### src/rtl/key_onehot_latch_if.sv
// Key front-end bus: raw key levels and clear in, latched one-hot code and status pulses out.
// key_valid is a level that qualifies onehot_out; key_event and multi_err are single-cycle pulses with no ready.
interface key_onehot_latch_if #(
  parameter int N_KEYS = 8
);
  logic [N_KEYS-1:0] key_in;
  logic              clr;
  logic [N_KEYS-1:0] onehot_out;
  logic              key_valid;
  logic              key_event;
  logic              multi_err;

  modport master (
    output key_in, clr,
    input  onehot_out, key_valid, key_event, multi_err
  );

  modport slave (
    input  key_in, clr,
    output onehot_out, key_valid, key_event, multi_err
  );
endinterface

### src/rtl/key_onehot_latch.sv
// Synchronises and debounces raw key lines, detects presses and latches a one-hot code
// that is always zero or exactly one-hot, with event and multi-press error pulses.
module key_onehot_latch #(
  parameter int N_KEYS       = 8,
  parameter int DEBOUNCE_CYC = 20,
  parameter int CNT_W        = 5
) (
  input  logic               clk,
  input  logic               rst,
  key_onehot_latch_if.slave  bus,
  output logic               dbg_state
);

  typedef enum logic {IDLE = 1'b0, LATCHED = 1'b1} state_t;

  localparam logic [CNT_W-1:0] CNT_LAST = CNT_W'(DEBOUNCE_CYC - 1);

  logic [N_KEYS-1:0] sync1_q, sync2_q;
  logic [N_KEYS-1:0] db_q, db_d, db_dly_q;
  logic [N_KEYS-1:0] arm_q, arm_d;
  logic [CNT_W-1:0]  cnt_q [N_KEYS];
  logic [CNT_W-1:0]  cnt_d [N_KEYS];
  logic [1:0]        warm_q;
  logic [N_KEYS-1:0] press;
  logic              press_one, press_multi;

  state_t            state_q, state_d;
  logic [N_KEYS-1:0] onehot_q, onehot_d;
  logic              event_q, event_d;
  logic              err_q, err_d;

  // Debounce: a key must disagree with its stable level for DEBOUNCE_CYC cycles in a row.
  always_comb begin
    db_d = db_q;
    for (int i = 0; i < N_KEYS; i++) begin
      cnt_d[i] = '0;
      if (sync2_q[i] != db_q[i]) begin
        if (cnt_q[i] == CNT_LAST) db_d[i] = ~db_q[i];
        else                      cnt_d[i] = cnt_q[i] + 1'b1;
      end
    end
  end

  // A key is armed only once it has been seen released after reset, so keys held
  // through reset produce no event until they are released and pressed again.
  always_comb begin
    arm_d       = arm_q | ({N_KEYS{warm_q[1]}} & ~sync2_q & ~db_q);
    press       = db_q & ~db_dly_q & arm_q;
    press_one   = (press != '0) && ((press & (press - N_KEYS'(1))) == '0);
    press_multi = (press != '0) && !press_one;
  end

  always_comb begin
    state_d  = state_q;
    onehot_d = onehot_q;
    event_d  = 1'b0;
    err_d    = 1'b0;
    case (state_q)
      IDLE: begin
        if (bus.clr) begin
          onehot_d = '0;
        end else if (press_one) begin
          onehot_d = press;
          event_d  = 1'b1;
          state_d  = LATCHED;
        end else if (press_multi) begin
          err_d = 1'b1;
        end
      end
      LATCHED: begin
        if (bus.clr) begin
          onehot_d = '0;
          state_d  = IDLE;
        end else if (press_one) begin
          onehot_d = press;
          event_d  = 1'b1;
        end else if (press_multi) begin
          err_d = 1'b1;
        end
      end
      default: begin
        onehot_d = '0;
        state_d  = IDLE;
      end
    endcase
  end

  always_ff @(posedge clk) begin
    if (rst) begin
      sync1_q  <= '0;
      sync2_q  <= '0;
      db_q     <= '0;
      db_dly_q <= '0;
      arm_q    <= '0;
      warm_q   <= '0;
      for (int i = 0; i < N_KEYS; i++) cnt_q[i] <= '0;
      state_q  <= IDLE;
      onehot_q <= '0;
      event_q  <= 1'b0;
      err_q    <= 1'b0;
    end else begin
      sync1_q  <= bus.key_in;
      sync2_q  <= sync1_q;
      db_q     <= db_d;
      db_dly_q <= db_q;
      arm_q    <= arm_d;
      warm_q   <= {warm_q[0], 1'b1};
      for (int i = 0; i < N_KEYS; i++) cnt_q[i] <= cnt_d[i];
      state_q  <= state_d;
      onehot_q <= onehot_d;
      event_q  <= event_d;
      err_q    <= err_d;
    end
  end

  assign bus.onehot_out = onehot_q;
  assign bus.key_valid  = (state_q == LATCHED);
  assign bus.key_event  = event_q;
  assign bus.multi_err  = err_q;
  assign dbg_state      = state_q;

endmodule
### src/flat_wrapper.sv
// flat-port wrapper written by rule: the top's interface ports become plain ports
module key_onehot_latch_flat 
#(
  parameter int N_KEYS       = 8,
  parameter int DEBOUNCE_CYC = 20,
  parameter int CNT_W        = 5
)
  (clk, rst, dbg_state, bus_key_in, bus_clr, bus_onehot_out, bus_key_valid, bus_key_event, bus_multi_err);
  key_onehot_latch_if #(.N_KEYS(N_KEYS)) bus_i ();
  input  logic clk;
  input  logic rst;
  output logic dbg_state;
  input wire logic [$bits(bus_i.key_in)-1:0] bus_key_in;
  input wire logic [$bits(bus_i.clr)-1:0] bus_clr;
  output wire logic [$bits(bus_i.onehot_out)-1:0] bus_onehot_out;
  output wire logic [$bits(bus_i.key_valid)-1:0] bus_key_valid;
  output wire logic [$bits(bus_i.key_event)-1:0] bus_key_event;
  output wire logic [$bits(bus_i.multi_err)-1:0] bus_multi_err;
  assign bus_i.key_in = bus_key_in;
  assign bus_i.clr = bus_clr;
  assign bus_onehot_out = bus_i.onehot_out;
  assign bus_key_valid = bus_i.key_valid;
  assign bus_key_event = bus_i.key_event;
  assign bus_multi_err = bus_i.multi_err;
  key_onehot_latch #(.N_KEYS(N_KEYS), .DEBOUNCE_CYC(DEBOUNCE_CYC), .CNT_W(CNT_W)) u_core (.clk(clk), .rst(rst), .bus(bus_i), .dbg_state(dbg_state));
endmodule
### config.mk
export PLATFORM = sky130hd
export DESIGN_NAME = key_onehot_latch_flat
export DESIGN_NICKNAME = d
export VERILOG_FILES = /design/src/rtl/key_onehot_latch_if.sv /design/src/rtl/key_onehot_latch.sv /design/src/flat_wrapper.sv
export SDC_FILE = /design/constraint.sdc
export NUM_CORES = 1
export LEC_CHECK = 0
export ABC_CLOCK_PERIOD_IN_PS = 2400
export CORE_MARGIN = 5
export CORE_UTILIZATION = 62
export CTS_CLUSTER_SIZE = 20
export DETAILED_ROUTE_END_ITERATION = 12
export DONT_BUFFER_PORTS = 1
export HOLD_SLACK_MARGIN = 0.1
export PLACE_DENSITY_LB_ADDON = 0.08
export SLEW_MARGIN = 5
export SYNTH_ARGS = -nofsm -noshare
export SYNTH_HDL_FRONTEND = slang
export SYNTH_SLANG_ARGS = --single-unit
### constraint.sdc
create_clock -name clk -period 2.4 [get_ports clk]
set_clock_uncertainty 0.05 [all_clocks]
set_input_delay 0.36 -clock clk [delete_from_list [all_inputs] [get_ports clk]]
set_output_delay 0.36 -clock clk [all_outputs]
set_load 0.05 [all_outputs]
==> flow_summary.json <==
{
  "outcome": "finished clean",
  "hold_depth": 2,
  "grt_max_degree": 43,
  "die_height_um": 84.7,
  "drt-total-wl_um": 5120,
  "switching_power_mw": 0.541,
  "rsz0062_at_grt": "no",
  "num_vias": 2230,
  "ctsHoldBuffers": 9,
  "cts_root_buffer": "clkbuf_8",
  "io_pins": 23,
  "grt_pass1_wl_um": 9200,
  "synth.distinct_cells": 35,
  "core_area_sq_mm": 0.00547,
  "hold_start": "bus_clr",
  "reg2regPathDepth": 6,
  "p_seq_frac": 0.607,
  "cts_made_buffers": 9,
  "intPower_mw": 2.07,
  "cts_resized": 0,
  "yosys-top-cells-area": "dfxtp_1, nor2_1, nor2b_1",
  "synth_top_cell_by_area": "dfxtp_1",
  "h-tree-depth": 3,
  "cp_max_fo": 10,
  "diodes": 0,
  "yosys_warnings": 0,
  "required_ps": 2620,
  "antenna_found_initial": 0,
  "postCtsSetupBuffers": 0,
  "setup-tns-final_ps": 0,
  "critPathKind": "register to register",
  "timing.rr.start": "u_core.db_q[3]",
  "fillers": 446,
  "remaining_drc_errors": 0,
  "start_util": 0.632,
  "wl_per_cell_um": 11.6,
  "drt-pass1-iter-count": 4,
  "syn_nets": 370,
  "postLayoutCellArea_sq_mm": 0.00380,
  "crit_arrival_ps": 2250,
  "final_layout_size_suffix_gt1_frac": 0.0679,
  "die_area_sq_mm": 0.00717,
  "viasPerCell": 5.07,
  "dpl_cell_area_sq_mm": 0.00352,
  "critPathCaptureType": "register",
  "p_per_area_mw_per_mm2": 687,
  "synthTopCellsByCount": "dfxtp_1, nor2_1, nor2b_1",
  "track_usage": 0.158,
  "first_global_vias": 2136,
  "avgSynthCellArea_sq_um": 9.86,
  "hpwl_um": 3350,
  "startpoint_type": "register",
  "worstSkewPairLatency_ps": 340,
  "synth_ff_type": "dfxtp_1",
  "gp_congestion": 0.762,
  "switching_share": 0.207,
  "final-setup-viol-count": 0,
  "ir_drop_mv": 0.504,
  "seq_area_frac_synth": 0.538,
  "final_nets": 384,
  "pwr-share-clk": 0.366,
  "min_period_ps": 2030,
  "syn_to_final_growth_pct": 9.87,
  "slew_headroom": 0.441,
  "drv_cap": 0,
  "die_w_um": 84.7,
  "register_area_sq_mm": 0.00186,
  "fin_crit_sh": 0.846,
  "cts_buffer_depth": 2,
  "overflow": 0,
  "synth-async-reset-ratio": 0,
  "clock_sinks": 93,
  "syn_inst": 351,
  "ant_nets": 0,
  "critical_path.startpoint": "u_core.db_q[3]",
  "worst_pin_slew_ps": 836,
  "synth_area_sq_mm": 0.00346,
  "multiInputGateArea_sq_mm": 0.00152,
  "timing.final.max_slew_violations": 0,
  "yosys.area.top_type_share": 0.538,
  "cts_tree": "yes",
  "num_rows": 27,
  "drt_iter0_drc": 68,
  "holdCritPathClass": "input port to register",
  "path_clk_slew_ps": 80,
  "leakagePower_nw": 1.43,
  "port_buffers": 0,
  "yosysMostFrequentCell": "dfxtp_1",
  "synth-edff-count": 0,
  "synth_seq_cells": 93,
  "combPwrFrac": 0.027,
  "final-hold-violation-count": 0,
  "fmax_ghz": 0.493
}
power groups by stage:
stage,clock network [mW],registers [mW],logic (mW)
global route,1.06,1.59,0.0803
CTS,0.986,1.59,0.0700
detailed placement,0,1.62,0.0458
global placement,0,1.62,0.0449
floorplan,0,1.62,0.0496
finish,0.956,1.59,0.0694
cell type report:
type                       count  share of cell area
sequential                    93               0.490
clock inverter                 5              0.0142
clock buffer                   9              0.0326
timing repair buffer          11              0.0303
tap                           72              0.0237
multi-input combinational    240               0.400
inverter                      10             0.00987
cells in the final DEF (no fill, tap or decap), types with 2 or more instances in the layout:
cell,count
mux2i_1,15
a21oi_1,6
dfxtp_1,93
clkinv_2,3
dlygate4sd3_1,8
nor2b_1,25
nor3_1,4
and3b_4,3
clkbuf_8,9
or3_1,8
nand2_1,19
and3b_1,3
or2_2,3
nor2_1,69
nand3b_1,3
ha_1,8
inv_1,10
nand3_1,17
buf_4,2
xor2_1,16
nor3b_1,7
nor4bb_1,4
xnor2_1,17
critical path: stages (launching register included):
cell	delay (ps)
dfxtp_1	430
nand3b_1	210
and3_1	280
and3b_1	200
o21ai_1	130
a31o_1	430
mux2i_1	240
per-stage QoR:
stage          setup WS [ps]  power [mW]  std cells  hold slack (ps)   util
2_1_floorplan            576        1.67        351              364      -
3_3_place_gp             437        1.67        417              369  0.644
3_5_place_dp             387        1.67        417              373  0.644
4_1_cts                  364        2.64        440              169  0.695
5_1_grt                  217        2.74        440              183  0.695
6_report                 370        2.61        440              189  0.695
flip-flops by register name (all words and copies together), names as in the netlist:
signal and flops:
u_core.warm_q 2, u_core.bus.key_valid 1, u_core.bus.key_event 1, u_core.cnt_q 40, u_core.bus.multi_err 1, u_core.db_q 8
u_core.bus.onehot_out 8, u_core.db_dly_q 8, u_core.sync2_q 8, u_core.arm_q 8, u_core.sync1_q 8
path summary, 6_finish.rpt:
| path | to | slack, ps |
|---|---|---|
| max | u_core.bus.onehot_out[3] | 370 |
| min | u_core.bus.key_valid | 190 |
| max reg2reg | u_core.bus.onehot_out[3] | 370 |
| min reg2reg | u_core.sync2_q[0] | 380 |
kinds of logic after synthesis:
group           Yosys count  share of synthesized area
xor+xnor                 33                     0.0835
flops                    93                      0.538
buf+inv                  18                     0.0228
fa+ha+maj                 8                     0.0289
simple gates            170                      0.256
mux                      15                     0.0434
compound gates           14                     0.0275
routing by layer:
metal  up-vias  GRT usage  share of wire
met5         -          0              0
li1       1175          -              -
met3        10     0.0393          0.048
met2        40      0.250           0.43
met1      1005      0.205           0.50
met4         0     0.0691          0.020
(Power assumes the default switching activity.)
